`src/rtl/fbindct_bram_wr_ctrl.sv`:
```
// fbindct_bram_wr_ctrl
// Output-side ping-pong BRAM writer for the forward binDCT datapath.
// Each accepted coefficient row is split into DATA_WIDTH words and written
// into partition A (base 0) or B (base DATA_DEPTH). After ROW_DIM rows the PS
// interrupt line toggles and ps_part reports the finished partition.
// A partition is reused only after the PS has dropped and re-raised its
// free flag.
// Optional feature: define FBINDCT_WR_SAT_EN to clamp every lane to the
// signed SAT_BITS range before it is captured.
module fbindct_bram_wr_ctrl #(
    parameter int DATA_WIDTH = 32,
    parameter int ADDR_WIDTH = 13,
    parameter int DATA_DEPTH = 512,
    parameter int ROW_DIM    = 8,
    parameter int COEF_WIDTH = 16,
    parameter int SAT_BITS   = 12
) (
    input  logic                             clk,
    input  logic                             rst,
    input  logic [1:0]                       ps_gpio,
    output logic                             ps_irq,
    output logic                             ps_part,
    output logic [ADDR_WIDTH-1:0]            bram_addr,
    output logic [DATA_WIDTH-1:0]            bram_wrdata,
    output logic                             bram_en,
    output logic [DATA_WIDTH/8-1:0]          bram_we,
    input  logic                             coef_valid,
    output logic                             coef_ready,
    input  logic [ROW_DIM*COEF_WIDTH-1:0]    coef_row,
    output logic                             busy
);

    localparam int ROW_BITS = ROW_DIM * COEF_WIDTH;
    localparam int WPR      = ROW_BITS / DATA_WIDTH;
    localparam int WE_W     = DATA_WIDTH / 8;
    localparam int RC_W     = (ROW_DIM > 1) ? $clog2(ROW_DIM) : 1;
    localparam int WI_W     = $clog2(WPR + 1);

    // Reject configurations the word split or the clamp cannot handle.
    if (((ROW_BITS % DATA_WIDTH) != 0) || (SAT_BITS < 2) || (SAT_BITS > COEF_WIDTH)) begin : g_bad_cfg
        $error("fbindct_bram_wr_ctrl: unsupported parameter combination");
    end

`ifdef FBINDCT_WR_SAT_EN
    localparam logic signed [COEF_WIDTH-1:0] SAT_MAX = COEF_WIDTH'((1 << (SAT_BITS - 1)) - 1);
    localparam logic signed [COEF_WIDTH-1:0] SAT_MIN = COEF_WIDTH'(-(1 << (SAT_BITS - 1)));
`endif

    typedef enum logic [1:0] {
        ST_IDLE     = 2'd0,
        ST_WAIT_ROW = 2'd1,
        ST_WRITE    = 2'd2,
        ST_DONE     = 2'd3
    } state_t;

    // Lane conditioning applied to a row before it is captured.
    function automatic logic [ROW_BITS-1:0] condition_row(input logic [ROW_BITS-1:0] row);
        logic [ROW_BITS-1:0] res;
`ifdef FBINDCT_WR_SAT_EN
        logic signed [COEF_WIDTH-1:0] lane;
`endif
        res = row;
`ifdef FBINDCT_WR_SAT_EN
        for (int k = 0; k < ROW_DIM; k++) begin
            lane = row[k*COEF_WIDTH +: COEF_WIDTH];
            if (lane > SAT_MAX) begin
                res[k*COEF_WIDTH +: COEF_WIDTH] = SAT_MAX;
            end else if (lane < SAT_MIN) begin
                res[k*COEF_WIDTH +: COEF_WIDTH] = SAT_MIN;
            end else begin
                res[k*COEF_WIDTH +: COEF_WIDTH] = lane;
            end
        end
`endif
        return res;
    endfunction

    // Word address inside the selected partition; no wrap protection needed
    // because a full block always fits into one partition.
    function automatic logic [ADDR_WIDTH-1:0] word_addr(input logic part,
                                                        input logic [RC_W-1:0] row,
                                                        input logic [WI_W-1:0] idx);
        logic [ADDR_WIDTH-1:0] base;
        base = part ? ADDR_WIDTH'(DATA_DEPTH) : {ADDR_WIDTH{1'b0}};
        return base + (ADDR_WIDTH'(row) * ADDR_WIDTH'(WPR)) + ADDR_WIDTH'(idx);
    endfunction

    state_t                  state_r, state_s;
    logic                    last_r, last_s;
    logic                    cur_r, cur_s;
    logic [1:0]              used_r, used_s;
    logic [RC_W-1:0]         row_cnt_r, row_cnt_s;
    logic [WI_W-1:0]         word_idx_r, word_idx_s;
    logic [ROW_BITS-1:0]     row_r, row_s;
    logic [ROW_BITS-1:0]     cap_row_s;
    logic                    target_s;
    logic                    ps_irq_r, ps_irq_s;
    logic                    ps_part_r, ps_part_s;
    logic [ADDR_WIDTH-1:0]   bram_addr_r, bram_addr_s;
    logic [DATA_WIDTH-1:0]   bram_wrdata_r, bram_wrdata_s;
    logic                    bram_en_r, bram_en_s;
    logic [WE_W-1:0]         bram_we_r, bram_we_s;
    logic                    coef_ready_r, coef_ready_s;
    logic                    busy_r, busy_s;

    // Next-state and next-output computation for the writer FSM.
    always_comb begin
        state_s       = state_r;
        last_s        = last_r;
        cur_s         = cur_r;
        used_s        = used_r & ps_gpio;
        row_cnt_s     = row_cnt_r;
        word_idx_s    = word_idx_r;
        row_s         = row_r;
        ps_irq_s      = ps_irq_r;
        ps_part_s     = ps_part_r;
        bram_addr_s   = bram_addr_r;
        bram_wrdata_s = bram_wrdata_r;
        bram_en_s     = 1'b0;
        target_s      = ~last_r;
        cap_row_s     = condition_row(coef_row);

        case (state_r)
            ST_IDLE: begin
                if (ps_gpio[target_s] && !used_r[target_s]) begin
                    cur_s     = target_s;
                    row_cnt_s = {RC_W{1'b0}};
                    state_s   = ST_WAIT_ROW;
                end else begin
                    state_s   = ST_IDLE;
                end
            end
            ST_WAIT_ROW: begin
                if (coef_valid && coef_ready_r) begin
                    row_s         = cap_row_s;
                    bram_addr_s   = word_addr(cur_r, row_cnt_r, {WI_W{1'b0}});
                    bram_wrdata_s = cap_row_s[DATA_WIDTH-1:0];
                    bram_en_s     = 1'b1;
                    word_idx_s    = WI_W'(1);
                    state_s       = ST_WRITE;
                end else begin
                    state_s       = ST_WAIT_ROW;
                end
            end
            ST_WRITE: begin
                if (word_idx_r == WI_W'(WPR)) begin
                    word_idx_s = {WI_W{1'b0}};
                    if (row_cnt_r == RC_W'(ROW_DIM - 1)) begin
                        state_s = ST_DONE;
                    end else begin
                        row_cnt_s = row_cnt_r + RC_W'(1);
                        state_s   = ST_WAIT_ROW;
                    end
                end else begin
                    bram_addr_s   = word_addr(cur_r, row_cnt_r, word_idx_r);
                    bram_wrdata_s = row_r[int'(word_idx_r)*DATA_WIDTH +: DATA_WIDTH];
                    bram_en_s     = 1'b1;
                    word_idx_s    = word_idx_r + WI_W'(1);
                end
            end
            ST_DONE: begin
                ps_irq_s       = ~ps_irq_r;
                ps_part_s      = cur_r;
                used_s[cur_r]  = 1'b1;
                last_s         = cur_r;
                state_s        = ST_IDLE;
            end
            default: begin
                state_s = ST_IDLE;
            end
        endcase

        bram_we_s    = bram_en_s ? {WE_W{1'b1}} : {WE_W{1'b0}};
        coef_ready_s = (state_s == ST_WAIT_ROW);
        busy_s       = (state_s != ST_IDLE);
    end

    // State and registered-output update with synchronous reset.
    always_ff @(posedge clk) begin
        if (rst) begin
            state_r       <= ST_IDLE;
            last_r        <= 1'b1;
            cur_r         <= 1'b0;
            used_r        <= 2'b00;
            row_cnt_r     <= {RC_W{1'b0}};
            word_idx_r    <= {WI_W{1'b0}};
            row_r         <= {ROW_BITS{1'b0}};
            ps_irq_r      <= 1'b0;
            ps_part_r     <= 1'b0;
            bram_addr_r   <= {ADDR_WIDTH{1'b0}};
            bram_wrdata_r <= {DATA_WIDTH{1'b0}};
            bram_en_r     <= 1'b0;
            bram_we_r     <= {WE_W{1'b0}};
            coef_ready_r  <= 1'b0;
            busy_r        <= 1'b0;
        end else begin
            state_r       <= state_s;
            last_r        <= last_s;
            cur_r         <= cur_s;
            used_r        <= used_s;
            row_cnt_r     <= row_cnt_s;
            word_idx_r    <= word_idx_s;
            row_r         <= row_s;
            ps_irq_r      <= ps_irq_s;
            ps_part_r     <= ps_part_s;
            bram_addr_r   <= bram_addr_s;
            bram_wrdata_r <= bram_wrdata_s;
            bram_en_r     <= bram_en_s;
            bram_we_r     <= bram_we_s;
            coef_ready_r  <= coef_ready_s;
            busy_r        <= busy_s;
        end
    end

    assign ps_irq      = ps_irq_r;
    assign ps_part     = ps_part_r;
    assign bram_addr   = bram_addr_r;
    assign bram_wrdata = bram_wrdata_r;
    assign bram_en     = bram_en_r;
    assign bram_we     = bram_we_r;
    assign coef_ready  = coef_ready_r;
    assign busy        = busy_r;

endmodule

```
`config.mk`:
```
export PLATFORM = sky130hd
export DESIGN_NAME = fbindct_bram_wr_ctrl
export DESIGN_NICKNAME = d
export VERILOG_FILES = /design/src/rtl/fbindct_bram_wr_ctrl.sv
export SDC_FILE = /design/constraint.sdc
export NUM_CORES = 1
export LEC_CHECK = 0
export CAP_MARGIN = 20
export CORE_MARGIN = 3
export CORE_UTILIZATION = 54
export CTS_BUF_LIST = sky130_fd_sc_hd__clkbuf_4 sky130_fd_sc_hd__clkbuf_8 sky130_fd_sc_hd__clkbuf_16
export CTS_CLUSTER_DIAMETER = 200
export CTS_CLUSTER_SIZE = 40
export DETAILED_ROUTE_END_ITERATION = 8
export GPL_TIMING_DRIVEN = 0
export MAX_ROUTING_LAYER = met4
export PLACE_DENSITY = 0.85
export SLEW_MARGIN = 25
export SYNTH_ARGS = -nofsm -noshare
export SYNTH_HDL_FRONTEND = slang
export SYNTH_SLANG_ARGS = --single-unit
```
`constraint.sdc`:
```
create_clock -name clk -period 6.6 [get_ports clk]
set_clock_uncertainty 0.1 [all_clocks]
set_input_delay 0.99 -clock clk [delete_from_list [all_inputs] [get_ports clk]]
set_output_delay 0.99 -clock clk [all_outputs]
set_load 0.005 [all_outputs]
```
==> run_results.csv, run 1 <==
group,metric,value,unit
status,outcome,"finished, final reports clean",
critical_path,cp.arrival,3.10,ns
drt,met2WireLength,11.7,mm
clock_network,cts_resized,0,
drt,routed_wl,24.8,mm
finish,mostFrequentLayoutCell,"nand2_1",
clock_network,cts_tree,"yes",
finish,n_antenna_cell,0,
timing,rsz0062_at_grt,"false",
clock_network,clkTransAtPathRegs,0.06,ns
critical_path,cp_max_fo,10,
finish,final_cell_mix,"nand2_1, dfxtp_1, clkdlybuf4s50_1",
power,irDropWorstVdd,0.197,mV
clock_network,cts-root-buf,"clkbuf_16",
finish,seq_area,3680,µm²
timing,hold_viol_final,0,
clock_network,clk_latency,0.43,ns
logic_synthesis,synth_area_leader_cell,"dfxtp_1",
drt,firstDrtPassIters,5,
worst_hold_path,hp-class,"flip-flop to flip-flop",
floorplan,die_area,16800,µm²
finish,multiInputGateArea,4110,µm²
power,p_leak,3.62,nW
finish,drive_above_1_share,0.113,
clock_network,numCtsBuffers,17,
critical_path,required,6.79,ns
logic_synthesis,netlist-cell-type-count,43,
logic_synthesis,ys_ff_latch,184,
clock_network,cts_max_path_buffers,2,
worst_hold_path,worstHoldPathCells,2,
floorplan,core,14800,µm²
power,powerDensity,230,nW/µm²
logic_synthesis,syn_area_per_cell,8.35,µm²
place,finalWeightedCongestion,0.923,
logic_synthesis,async_flop_share,0,
drt,vias_per_cell,5.64,
logic_synthesis,synth_seq_area_share,0.446,
floorplan,start_util,0.560,
critical_path,worst-setup-path-type,"flip-flop to flip-flop",
finish,nNetsFinal,1337,
floorplan,io_pins,187,
timing,max_freq,345,MHz
clock_network,holdBufCountCts,0,
global_routing,antenna_found_initial,0,
drt,drtIter0Drc,814,
logic_synthesis,yosysWarningCount,0,
clock_network,post_cts_buffers,0,
critical_path,r2r_cells,10,
logic_synthesis,netlist.area_leader.share,0.446,
floorplan,die_w,130,µm
floorplan,die_h,130,µm
timing,fin_tns_setup,0,ns
timing,min_period_over_period,0.440,
logic_synthesis,synthCells,989,
logic_synthesis,synth_edf_count,0,
global_routing,grt_pass1_wl,37.5,mm
timing,setup_viol_count_final,0,
floorplan,rows,44,
run,drv_cap,0,
finish,stdcell_count,1387,
logic_synthesis,synth_area,8260,µm²
timing,post-route-min-period,2.90,ns
global_routing,first_global_vias,7479,
clock_network,clkSinkCount,184,
logic_synthesis,synthTopCellsByArea,"dfxtp_1, nand2_1, a21oi_1",
critical_path,crit_path_start_kind,"flip-flop",
drt,drc,0,
timing,drv_slew,0,
timing,maxSlewHeadroom,0.502,
drt,dr.max_layer_used,"met4",
clock_network,htree_levels,4,
logic_synthesis,synth_flop_cell,"dfxtp_1",
critical_path,endpoint_kind,"flip-flop",
power,p_total,2.50,mW
global_routing,grt.total_usage,0.298,
drt,met1_length,10.2,mm
place,port_buffers,180,
drt,vias,7829,
timing,fin_hold_ws,0.355,ns
finish,area_delta_synth_final,31.9,%
global_routing,grt_start_max_net_pins,17,
global_routing,grt.overflow.total,0,
drt,wire_per_inst,17.9,µm
place,dp_hpwl,17.8,mm
drt,wl_met3,2.23,mm
place,place_inst,1358,
drt,ant_nets,0,
timing,worst_slew_pin_slew,0.747,ns
finish,fin_util,0.738,
finish,n_fill_cell,1129,
## cell usage after synthesis, types with 11 or more instances
master and number:
nor3_1 34, clkbuf_1 43, ha_1 11, buf_2 26
nor3_2 30, o22ai_2 30, a21oi_1 143, buf_4 14
nor2b_1 33, mux2i_1 66, nand2_1 273, nor2_1 40
dfxtp_1 184
## per-layer routing
metal  vias to the layer above  GRT usage
met5                         -          -
li1                       3720          -
met3                        61     0.0569
met1                      3638      0.370
met2                       410      0.479
met4                         0      0.122
## final cells by class
type                       instances  share of cell area
multi-input combinational        713               0.378
sequential                       184               0.338
timing repair buffer             180               0.165
clock buffer                      20              0.0417
buffer                            88              0.0409
tap                              184              0.0211
clock inverter                     9              0.0117
inverter                           9             0.00310
## sequential cells by signal, indices dropped and copies added (netlist names)
register / count
bram_addr: 7
bram_we: 1
bram_wrdata: 32
busy: 1
coef_ready: 1
cur_r: 1
last_r: 1
ps_irq: 1
ps_part: 1
row_cnt_r: 3
row_r: 128
state_r: 2
used_r: 2
word_idx_r: 3
## power by group
| group | internal [mW] | switching [mW] |
|---|---|---|
| clock network | 0.605 | 0.422 |
| registers | 1.15 | 0.0216 |
| logic | 0.160 | 0.143 |
| total | 1.91 | 0.586 |
## path summary, 6_finish.rpt
path         slack, ns              end           from
min reg2reg       0.35        row_r[95]      row_r[95]
min               0.35        row_r[95]      row_r[95]
max               3.70  bram_wrdata[15]  word_idx_r[1]
max reg2reg       3.70  bram_wrdata[15]  word_idx_r[1]
## cells by family after synthesis
group / Yosys count / synth area share
other cells: 1 / 0.000454
mux: 66 / 0.0800
buf+inv: 97 / 0.0580
flops: 184 / 0.446
simple gates: 432 / 0.243
compound gates: 196 / 0.153
xor+xnor: 2 / 0.00212
fa+ha+maj: 11 / 0.0167
## metrics by stage
stage | setup slack (ns) | area [µm²]
after detailed placement | 3.51 | 10300
final | 3.70 | 10900
after global routing | 3.46 | 10900
after CTS | 3.73 | 10900
after global placement | 3.51 | 10300
after floorplan | 4.45 | 8270
## critical path, stage by stage (launching register included)
cell	delay, ns
dfxtp_1	0.33
clkbuf_1	0.16
buf_4	0.25
buf_4	0.25
inv_1	0.07
ha_1	0.24
nand3_1	0.21
nand3_2	0.29
buf_2	0.31
nor3_1	0.47
nor3_2	0.08
No activity file was read; power rests on OpenSTA's default activity.
==> run 2, diff against run 1 <==
--- a/config.mk
+++ b/config.mk
@@ -7,14 +7,14 @@
 export LEC_CHECK = 0
 export CAP_MARGIN = 20
 export CORE_MARGIN = 3
-export CORE_UTILIZATION = 54
+export CORE_UTILIZATION = 51
 export CTS_BUF_LIST = sky130_fd_sc_hd__clkbuf_4 sky130_fd_sc_hd__clkbuf_8 sky130_fd_sc_hd__clkbuf_16
 export CTS_CLUSTER_DIAMETER = 200
 export CTS_CLUSTER_SIZE = 40
 export DETAILED_ROUTE_END_ITERATION = 8
 export GPL_TIMING_DRIVEN = 0
 export MAX_ROUTING_LAYER = met4
-export PLACE_DENSITY = 0.85
+export PLACE_DENSITY = 0.81
 export SLEW_MARGIN = 25
 export SYNTH_ARGS = -nofsm -noshare
 export SYNTH_HDL_FRONTEND = slang
==> constraint.sdc (replaced) <==
create_clock -name clk -period 2.9 [get_ports clk]
set_clock_uncertainty 0.1 [all_clocks]
set_input_delay 0.435 -clock clk [delete_from_list [all_inputs] [get_ports clk]]
set_output_delay 0.435 -clock clk [all_outputs]
set_load 0.005 [all_outputs]
==> run_results.csv, run 2 (synthesized netlist as in run 1, its figures left out) <==
group,metric,value,unit
status,outcome,"finished, final reports clean",
drt,wire_per_inst,17.5,µm
floorplan,io_pins,187,
timing,setup_ws,0.0373,ns
place,dpl_cell_area,10300,µm²
timing,hold_viol_final,0,
critical_path,required,3.10,ns
timing,fin_tns_setup,0,ns
critical_path,crit_start,"word_idx_r[1]",
global_routing,grt-busiest-layer,"met2",
timing,maxSlewHeadroom,0.482,
clock_network,cts-root-buf,"clkbuf_16",
run,drv_cap,0,
floorplan,start_util,0.531,
drt,firstDrtPassIters,5,
drt,vias_per_cell,5.46,
finish,final_cell_mix,"nand2_1, dfxtp_1, clkdlybuf4s50_1",
critical_path,crit_path_start_kind,"flip-flop",
timing,drv_slew,0,
global_routing,grt_start_max_net_pins,17,
clock_network,cts_tree,"yes",
critical_path,cp_max_fo,10,
global_routing,grt.overflow.total,0,
global_routing,antenna_found_initial,0,
critical_path,r2r_end,"bram_wrdata[5]",
power,p_total,5.84,mW
global_routing,first_global_vias,7336,
power,comb_power_share,0.118,
worst_hold_path,hp-start,"row_r[41]",
place,port_buffers,180,
power,seq_power_share,0.456,
clock_network,clkTransAtPathRegs,0.07,ns
critical_path,r2r_setup_slack,0.04,ns
place,dp_hpwl,17.8,mm
global_routing,grt.total_usage,0.277,
drt,drc,0,
power,p_sw,1.39,mW
floorplan,die_w,133,µm
floorplan,die_h,133,µm
worst_hold_path,worstHoldPathCells,2,
clock_network,clk_latency,0.43,ns
critical_path,worst-setup-path-type,"flip-flop to flip-flop",
timing,fin_hold_ws,0.354,ns
timing,worst_slew_pin_slew,0.778,ns
finish,mostFrequentLayoutCell,"nand2_1",
clock_network,numCtsBuffers,17,
global_routing,met3_usage,0.0514,
worst_hold_path,min_delay_worst_endpoint,"row_r[41]",
floorplan,rows,45,
drt,ant_nets,0,
timing,setup_viol_count_final,0,
power,irDropWorstVdd,0.454,mV
timing,rsz0062_at_grt,"false",
timing,max_freq,349,MHz
finish,fin_area,11000,µm²
floorplan,core,15500,µm²
power,powerDensity,531,nW/µm²
floorplan,die_area,17800,µm²
global_routing,met1_usage,0.364,
drt,routed_wl,24.7,mm
power,clkPwrFrac,0.426,
timing,min_period_over_period,0.987,
global_routing,met2_usage,0.431,
global_routing,grt_pass1_wl,37.9,mm
critical_path,r2r_cells,10,
finish,nNetsFinal,1337,
power,p_leak,3.66,nW
worst_hold_path,hp-class,"flip-flop to flip-flop",
finish,area_delta_synth_final,33.1,%
critical_path,endpoint_kind,"flip-flop",
finish,largest_register_ffs,128,
place,post-place-ws,0.0624,ns
clock_network,htree_levels,4,
drt,drtIter0Drc,693,
clock_network,clkSinkCount,184,
finish,largest-register,"row_r",
clock_network,holdBufCountCts,0,
power,p_sw_frac,0.238,
timing,post-route-min-period,2.86,ns
drt,vias,7735,
critical_path,cp.arrival,3.06,ns
place,finalWeightedCongestion,0.884,
critical_path,r2r-start,"word_idx_r[1]",
power,p_int,4.45,mW
clock_network,cts_max_path_buffers,2,
finish,drive_above_1_share,0.119,
finish,n_antenna_cell,0,
-- run 2: cell count changes in the layout (fill, tap and decap cells not counted), sizes merged --
| cell | delta |
|---|---|
| clkinvlp | -2 |
| inv | +3 |
| clkinv | +3 |
| bufinv | +1 |
| clkbuf | -2 |
-- run 2: worst max-delay path by stage --
| stage | endpoint | cells past startpoint | slack, ns |
|---|---|---|---|
| floorplan | bram_wrdata[10] | 11 | 0.75 |
| global placement | bram_wrdata[15] | 10 | 0.09 |
| detailed placement | bram_wrdata[15] | 10 | 0.06 |
| CTS | bram_wrdata[24] | 11 | 0.04 |
| global route | bram_wrdata[5] | 10 | 0.009 |
| finish | bram_wrdata[5] | 10 | 0.04 |
-- run 2: routing by layer --
metal / share of wire / routed length, µm / up-vias
li1: - / - / 3726
met1: 0.43 / 10500 / 3597
met2: 0.47 / 11700 / 345
met3: 0.076 / 1890 / 67
met4: 0.026 / 648 / 0
met5: 0 / 0 / -
-- run 2: per-stage QoR --
step / utilization / cells
5_1_grt: 0.707 / 1417
2_1_floorplan: - / 994
4_1_cts: 0.706 / 1417
6_report: 0.707 / 1417
3_5_place_dp: 0.665 / 1385
3_3_place_gp: 0.665 / 1385
-- run 2: power by group through the flow --
| stage | registers [mW] | clock network, mW | logic [mW] |
|---|---|---|---|
| floorplan | 2.71 | 0 | 0.288 |
| global placement | 2.71 | 0 | 0.674 |
| detailed placement | 2.72 | 0 | 0.680 |
| CTS | 2.66 | 2.49 | 0.684 |
| global route | 2.67 | 2.61 | 0.738 |
| finish | 2.66 | 2.49 | 0.688 |
-- run 2: layout make-up --
type,instances,area (µm²)
sequential,184,3680
inverter,9,33.8
timing repair buffer,180,1800
clock buffer,18,439
multi-input combinational,713,4120
buffer,88,448
fill,1248,4550
clock inverter,14,195
tap,211,264
-- run 2: what timing repair did --
| item | CTS | global route |
|---|---|---|
| hold endpoints to repair | 0 | 0 |
| buffers inserted | 0 | 0 |
| gates resized for setup | 0 | 6 |
| setup endpoints to repair | 0 | 14 |
-- run 2: critical path, stage by stage, from the launching register on --
cell and delay (ns):
dfxtp_1 0.34, clkbuf_1 0.16, buf_4 0.25, buf_4 0.25
inv_1 0.07, ha_1 0.25, nand3_1 0.21, nand3_2 0.29
buf_2 0.30, nor3_1 0.44, nor3_2 0.08
